File: config.mk
export PLATFORM = sky130hd
export DESIGN_NAME = inst_encoder
export DESIGN_NICKNAME = d
export VERILOG_FILES = /design/src/rtl/inst_encoder.sv
export SDC_FILE = /design/constraint.sdc
export NUM_CORES = 1
export LEC_CHECK = 0
export ABC_AREA = 1
export CORE_MARGIN = 5
export CORE_UTILIZATION = 46
export DETAILED_ROUTE_END_ITERATION = 10
export HOLD_SLACK_MARGIN = 0.1
export PLACE_DENSITY = 0.74
export SYNTH_ARGS = -nofsm -noshare
export SYNTH_HDL_FRONTEND = slang
export SYNTH_SLANG_ARGS = --single-unit
File: constraint.sdc
create_clock -name clk -period 2.2 [get_ports clk]
set_clock_uncertainty 0.05 [all_clocks]
set_input_delay 0.33 -clock clk [delete_from_list [all_inputs] [get_ports clk]]
set_output_delay 0.33 -clock clk [all_outputs]
set_load 0.01 [all_outputs]
File: src/rtl/inst_encoder.sv
// inst_encoder: packs decoded RV32I fields plus a 32-bit immediate into an
// instruction word. Two-stage valid/ready pipeline: S1 holds the fields,
// S2 holds the packed word and its range/alignment error flag.
module inst_encoder #(
   parameter int CNT_W = 16
) (
   input  logic             clk,
   input  logic             rst,
   input  logic             in_valid,
   output logic             in_ready,
   input  logic [4:0]       in_opcode,
   input  logic [4:0]       in_rd,
   input  logic [4:0]       in_rs1,
   input  logic [4:0]       in_rs2,
   input  logic [2:0]       in_funct3,
   input  logic [6:0]       in_funct7,
   input  logic [31:0]      in_imm,
   output logic             out_valid,
   input  logic             out_ready,
   output logic [31:0]      out_inst,
   output logic             out_err,
   output logic [CNT_W-1:0] enc_count,
   output logic [CNT_W-1:0] err_count
);
   localparam int STAGES = 2;

   localparam logic [4:0] OP_LUI    = 5'b01101;
   localparam logic [4:0] OP_AUIPC  = 5'b00101;
   localparam logic [4:0] OP_JAL    = 5'b11011;
   localparam logic [4:0] OP_JALR   = 5'b11001;
   localparam logic [4:0] OP_LOAD   = 5'b00000;
   localparam logic [4:0] OP_ARI_I  = 5'b00100;
   localparam logic [4:0] OP_BRANCH = 5'b11000;
   localparam logic [4:0] OP_STORE  = 5'b01000;
   localparam logic [4:0] OP_SYSTEM = 5'b11100;
   localparam logic [4:0] OP_ARI_R  = 5'b01100;

   typedef struct packed {
      logic [4:0]  op;
      logic [4:0]  rd;
      logic [4:0]  rs1;
      logic [4:0]  rs2;
      logic [2:0]  f3;
      logic [6:0]  f7;
      logic [31:0] imm;
   } fields_t;

   fields_t           s1_q;
   logic [STAGES:1]   vld_pipe;
   logic              s1_load, s2_load, hs;
   logic [31:0]       imm;
   logic [6:0]        opc;
   logic [31:0]       enc_inst;
   logic              enc_err;

   // Each stage advances when empty or when the stage after it moves.
   assign s2_load   = !vld_pipe[2] || out_ready;
   assign s1_load   = !vld_pipe[1] || s2_load;
   assign in_ready  = s1_load && !rst;
   assign out_valid = vld_pipe[2];
   assign hs        = vld_pipe[2] && out_ready;

   assign imm = s1_q.imm;
   assign opc = {s1_q.op, 2'b11};

   // Valid shift register; reset drops anything in flight.
   always_ff @(posedge clk) begin
      if (rst) begin
         vld_pipe <= '0;
      end else begin
         if (s2_load) vld_pipe[2] <= vld_pipe[1];
         if (s1_load) vld_pipe[1] <= in_valid;
      end
   end

   // S1 field capture.
   always_ff @(posedge clk) begin
      if (rst)                       s1_q <= '0;
      else if (s1_load && in_valid)  s1_q <= '{op: in_opcode, rd: in_rd, rs1: in_rs1, rs2: in_rs2,
                                               f3: in_funct3, f7: in_funct7, imm: in_imm};
   end

   // Format packing and immediate range check from the S1 fields.
   // Out-of-range immediates are still packed (truncated); only the flag tells.
   always_comb begin
      enc_inst = '0;
      enc_err  = 1'b1;
      unique case (s1_q.op)
         OP_LUI, OP_AUIPC: begin
            enc_inst = {imm[31:12], s1_q.rd, opc};
            enc_err  = imm[11:0] != 12'd0;
         end
         OP_JAL: begin
            enc_inst = {imm[20], imm[10:1], imm[11], imm[19:12], s1_q.rd, opc};
            enc_err  = imm[0] || (imm[31:21] != {11{imm[20]}});
         end
         OP_JALR, OP_LOAD, OP_ARI_I: begin
            if (s1_q.op == OP_ARI_I && s1_q.f3[1:0] == 2'b01) begin
               // SLLI/SRLI/SRAI: funct7 selects the shift kind, shamt is 5 bits.
               enc_inst = {s1_q.f7, imm[4:0], s1_q.rs1, s1_q.f3, s1_q.rd, opc};
               enc_err  = imm[31:5] != 27'd0;
            end else begin
               enc_inst = {imm[11:0], s1_q.rs1, s1_q.f3, s1_q.rd, opc};
               enc_err  = imm[31:12] != {20{imm[11]}};
            end
         end
         OP_BRANCH: begin
            enc_inst = {imm[12], imm[10:5], s1_q.rs2, s1_q.rs1, s1_q.f3, imm[4:1], imm[11], opc};
            enc_err  = imm[0] || (imm[31:13] != {19{imm[12]}});
         end
         OP_STORE: begin
            enc_inst = {imm[11:5], s1_q.rs2, s1_q.rs1, s1_q.f3, imm[4:0], opc};
            enc_err  = imm[31:12] != {20{imm[11]}};
         end
         OP_SYSTEM: begin
            // CSR address is unsigned; rs1 doubles as zimm for the immediate forms.
            enc_inst = {imm[11:0], s1_q.rs1, s1_q.f3, s1_q.rd, opc};
            enc_err  = imm[31:12] != 20'd0;
         end
         OP_ARI_R: begin
            enc_inst = {s1_q.f7, s1_q.rs2, s1_q.rs1, s1_q.f3, s1_q.rd, opc};
            enc_err  = 1'b0;
         end
         default: begin
            enc_inst = '0;
            enc_err  = 1'b1;
         end
      endcase
   end

   // S2 output register; holds while the consumer stalls.
   always_ff @(posedge clk) begin
      if (rst) begin
         out_inst <= '0;
         out_err  <= 1'b0;
      end else if (s2_load && vld_pipe[1]) begin
         out_inst <= enc_inst;
         out_err  <= enc_err;
      end
   end

   // Saturating handshake counters.
   always_ff @(posedge clk) begin
      if (rst) begin
         enc_count <= '0;
         err_count <= '0;
      end else if (hs) begin
         if (enc_count != '1)            enc_count <= enc_count + CNT_W'(1);
         if (out_err && err_count != '1) err_count <= err_count + CNT_W'(1);
      end
   end

endmodule
### Yosys cells after proc, flatten, opt, wreduce, memory -nomap -nowiden

Index checks and enable logic that the tools add are counted.

* output and inout port bits: 67
* bits of input ports: 66
* register bits: 129
* word-level logic and storage cells: 55

* reduce and logical (&&, ||, !) cells: 21
* muxes and demuxes: 4
* add/subtract/negate cells: 2
* equality and inequality tests: 15

Operator list (count)
* $pmux W32 S7: 1
* $add A16 B1 Y16 const B: 2
* $mux W32: 1
* $ne A16 B16 Y1 const B: 2
* $reduce_bool A27 Y1: 1
* $eq A5 B5 Y1 const B: 4
* $ne A20 B20 Y1: 1
* $reduce_bool A20 Y1: 1
* $ne A19 B19 Y1: 1
* $eq A5 B4 Y1 const B: 3
* $reduce_bool A12 Y1: 1
* $ne A11 B11 Y1: 1
* $eq A5 B3 Y1 const B: 2
* $pmux W1 S7: 1
* $logic_and A1 B1 Y1: 6
* $logic_not A5 Y1: 1
* $logic_or A1 B1 Y1: 4
* $reduce_and A2 Y1: 2
* $logic_not A1 Y1: 3
* $reduce_or A3 Y1: 1
* $eq A2 B1 Y1 const B: 1
* $reduce_or A2 Y1: 1
* $mux W1: 1

### Logic depth before layout (Yosys ltp)

* depth in word-level cells: 4
* mapped depth: 11
* mapped depth without buffers: 11

### Worst setup path before layout

Ideal clock, no wire load.

* kind: register to register
* from: reg err_count[0]
* to: reg err_count[14]
* path buffers: 1
* setup slack: 453 ps
* cell stages (with the launch flop): 10
* data arrival time: 1566 ps
* library setup time: 131 ps
* period minus slack after synthesis: 1747 ps
* data required time: 2019 ps
* cells stage by stage: dfxtp_1 > ha_1 > nand2_2 > nor3_4 > nand4_2 > nor2_1 > nor2_1 > buf_6 > nand2_1 > a21oi_2

* cells in the longest elaborated chain, start to end: 3
* elaborated cells on any way between the ends: 4
* those cells by class: add/sub (1); eq/ne (1); reduce/logical (2)

RTL lines
* start, declared: RTL line 23 `output logic [CNT_W-1:0] err_count`
* start signal, assigned: RTL line 149 `if (out_err && err_count != '1) err_count <= err_count + CNT_W'(1);`
* branches (longest 3 deep; another with $add A16 B1 Y16)

Several ways; the timed one is not identified.
A chain may end at the register's enable or synchronous reset.

### Worst setup path after layout

* from: in out_ready
* to: out in_ready

* cells in the longest elaborated chain, start to end: 3

RTL lines
* start, declared: RTL line 19 `input logic out_ready,`
* $logic_or A1 B1 Y1: RTL line 57 `assign s2_load = !vld_pipe[2] || out_ready;`
* $logic_or A1 B1 Y1: RTL line 58 `assign s1_load = !vld_pipe[1] || s2_load;`
* $logic_and A1 B1 Y1: RTL line 59 `assign in_ready = s1_load && !rst;`
* end, declared: RTL line 10 `output logic in_ready,`

No other way between the ends.

==> results.py <==
metrics = {
    "detailed_routing": {
        "wl_per_cell_um": 14.59,
        "drt_first_pass_iters": 5,
        "drt-met1-wl_um": 8433,
        "viasPerCell": 5.158,
        "routed_wl_um": 17740,
        "highest_layer": "met4",
        "wl_met2_um": 7765,
        "ant_nets": 0,
        "first_iter_violations": 633,
        "drc": 0,
        "vias": 6272,
        "dr_wl_met3_um": 1139,
    },
    "clocking": {
        "cts_buffer_depth": 2,
        "tritoncts": "built",
        "clock_sinks": 128,
        "cts_setup_buffers": 0,
        "cts_buffers": 17,
        "clock_latency_ns": 0.42,
        "clkTransAtPathRegs_ns": 0.06,
        "root_buffer": "clkbuf_16",
        "htreeDepth": 4,
    },
    "critical_path": {
        "critPathKind": "in -> out",
        "crit_arrival_ns": 1.67,
        "reg2reg_slack_ns": 0.24,
        "cp-startpoint": "out_ready",
        "crit_required_ns": 1.82,
        "r2r_start": "opc[6]$_SDFFE_PP0P_",
        "cp-start-kind": "primary input",
        "r2r-end": "out_inst[30]$_SDFFE_PP0P_",
        "crit_fanout": 3,
        "end_kind": "output pin",
        "rr_worst_depth": 9,
    },
    "die": {
        "fp-row-count": 42,
        "core-area_um2": 13090,
        "die_y_um": 125.0,
        "fp.dieArea_um2": 15630,
        "die_x_um": 125.0,
        "initial_core_util": 0.4650,
        "io_pins": 133,
    },
    "synthesis": {
        "syn_nets": 971,
        "ys_warn_count": 0,
        "synth_top_cell_by_area": "dfxtp_1",
        "ys_seq_area_frac": 0.4211,
        "ys_seq_elements": 128,
        "yosysUniqueCellTypes": 38,
        "synth_top_area_frac": 0.4211,
        "synth_area_um2": 6085,
        "post_synth.cell_area_avg_um2": 6.761,
        "synth.area.top_cells": "dfxtp_1, nand2_1, nor2_1",
        "syn_inst": 900,
    },
    "power": {
        "total_leakage_power_nw": 3.244,
        "total_power_mw": 6.273,
        "p_per_area_nw_per_um2": 761.3,
        "peakVddDrop_mv": 0.7247,
    },
    "hold_path": {
        "min-delay-start": "s1_q[38]$_SDFFE_PP0P_",
        "hold_path_end": "s1_q[38]$_SDFFE_PP0P_",
        "hp-class": "reg -> reg",
        "whs_path_depth": 2,
    },
    "timing": {
        "fin_crit_sh": 0.9309,
        "tightestPinTransition_ns": 0.6823,
        "rsz0062_at_grt": "no",
        "relSlewSlack": 0.5451,
        "timing.hold.ws_ns": 0.4006,
        "setup_violations": 0,
        "hold_violations": 0,
        "fin_crit_ns": 2.048,
        "max_freq_ghz": 0.4883,
        "slew_viol_final": 0,
    },
    "place": {
        "portBuffers": 132,
        "place_congestion": 0.9286,
        "hpwl_um": 12920,
        "dp_cells": 1184,
    },
    "final_layout": {
        "drive_above_1_share": 0.05769,
        "finalNonFillerCells": 1216,
        "syn_to_final_growth_pct": 35.43,
        "layout_common_cells": "nand2_1, nor2_1, clkdlybuf4s50_1",
        "fillerInstances": 1181,
        "nets": 1098,
        "layout_commonest_cell": "nand2_1",
        "diodes": 0,
    },
    "grt": {
        "grt_pass1_wl_um": 29330,
        "grt_pass1_vias": 5938,
        "track_usage": 0.2268,
        "overflow": 0,
        "grt_max_degree": 80,
        "grt_antenna_before_repair": 0,
    },
    "outcome": {
        "status": "finished, final reports clean",
    },
    "flow_run": {
        "max_cap_viol_count": 0,
    },
}
==> area by class of cell <==
class                           count  area [um2]  area share
Clock buffer                       22       464.2     0.05633
Timing Repair Buffer              148        1461      0.1773
Inverter                           71       266.5     0.03234
Clock inverter                     10       182.7     0.02217
Sequential cell                   128        2562      0.3110
Tap cell                          176       220.2     0.02672
Multi-Input combinational cell    661        3083      0.3741
==> worst max-delay path by stage <==
stage	end	depth (start not counted)	slack [ns]
after floorplan	err_count[14]$_SDFFE_PP0P_	9	0.45
after global routing	out_inst[30]$_SDFFE_PP0P_	9	0.07
after CTS	err_count[14]$_SDFFE_PP0P_	8	0.004
after detailed placement	err_count[10]$_SDFFE_PP0P_	7	-0.07
final	in_ready	6	0.15
after global placement	err_count[0]$_SDFFE_PP0P_	7	-0.07
==> cell families (layout without fill, tap and decap cells) <==
group | count (synthesis) | in the layout | share of synthesized area
AOI/OAI and AO/OA | 207 | 207 | 0.1812
xor gates and xnor gates | 14 | 14 | 0.02015
adders and majority gates | 5 | 5 | 0.01028
buffers and inverters | 111 | 251 | 0.07300
DFF | 128 | 128 | 0.4211
and+or+nand+nor | 435 | 435 | 0.2943
==> stage by stage <==
step                  util  setup WS [ns]  area (um2)  setup TNS [ns]
floorplan                -         0.4532        6085               0
global placement    0.5801       -0.07490        7591         -0.3926
detailed placement  0.5801       -0.06827        7591         -0.4260
CTS                 0.6296       0.004265        8238               0
global route        0.6298        0.06776        8240               0
finish              0.6298         0.1519        8240               0
==> per-layer routing <==
layer,GRT usage,up-vias
li1,-,3197
met1,0.3156,2824
met2,0.3445,219
met3,0.06226,32
met4,0.06888,0
met5,0,-
==> state kept, by name (all words and copies together), names as in the netlist <==
signal     count
vld_pipe       2
err_count     16
s1_q          25
out_inst      31
imm           32
opc            5
enc_count     16
out_err        1
==> cells in the mapped netlist <==
master / instances
a211oi_1: 1
a21boi_1: 1
a21o_1: 1
a21oi_1: 85
a21oi_2: 1
a22oi_1: 10
a31oi_1: 2
and3_1: 1
buf_1: 4
buf_2: 4
buf_4: 2
buf_6: 2
clkbuf_1: 28
dfxtp_1: 128
ha_1: 5
inv_1: 70
inv_2: 1
nand2_1: 218
nand2_2: 1
nand3_1: 34
nand3b_2: 1
nand4_1: 13
nand4_2: 2
nor2_1: 148
nor2_2: 1
nor2_4: 1
nor3_1: 10
nor3_2: 1
nor3_4: 1
nor3b_1: 3
o211ai_1: 2
o21ai_0: 99
o21bai_1: 1
o21bai_4: 1
o22ai_1: 1
o31ai_1: 2
xnor2_1: 2
xor2_1: 12
==> critical path: stages <==
cell,delay (ns)
clkdlybuf4s50_1,0.48
inv_1,0.07
nand3_1,0.12
nand2_1,0.09
inv_1,0.06
clkdlybuf4s50_1,0.52
==> power by group <==
part | switching [mW] | total [mW] | internal (mW)
Combinational | 0.385 | 0.683 | 0.298
Sequential | 0.0937 | 2.52 | 2.43
Clock | 1.01 | 3.07 | 2.07
Total | 1.48 | 6.27 | 4.79
==> what timing repair did <==
action	CTS	global route
resized for setup	0	1
hold buffers	0	0
endpoints found under the setup margin	0	15
(Power assumes the default switching activity.)
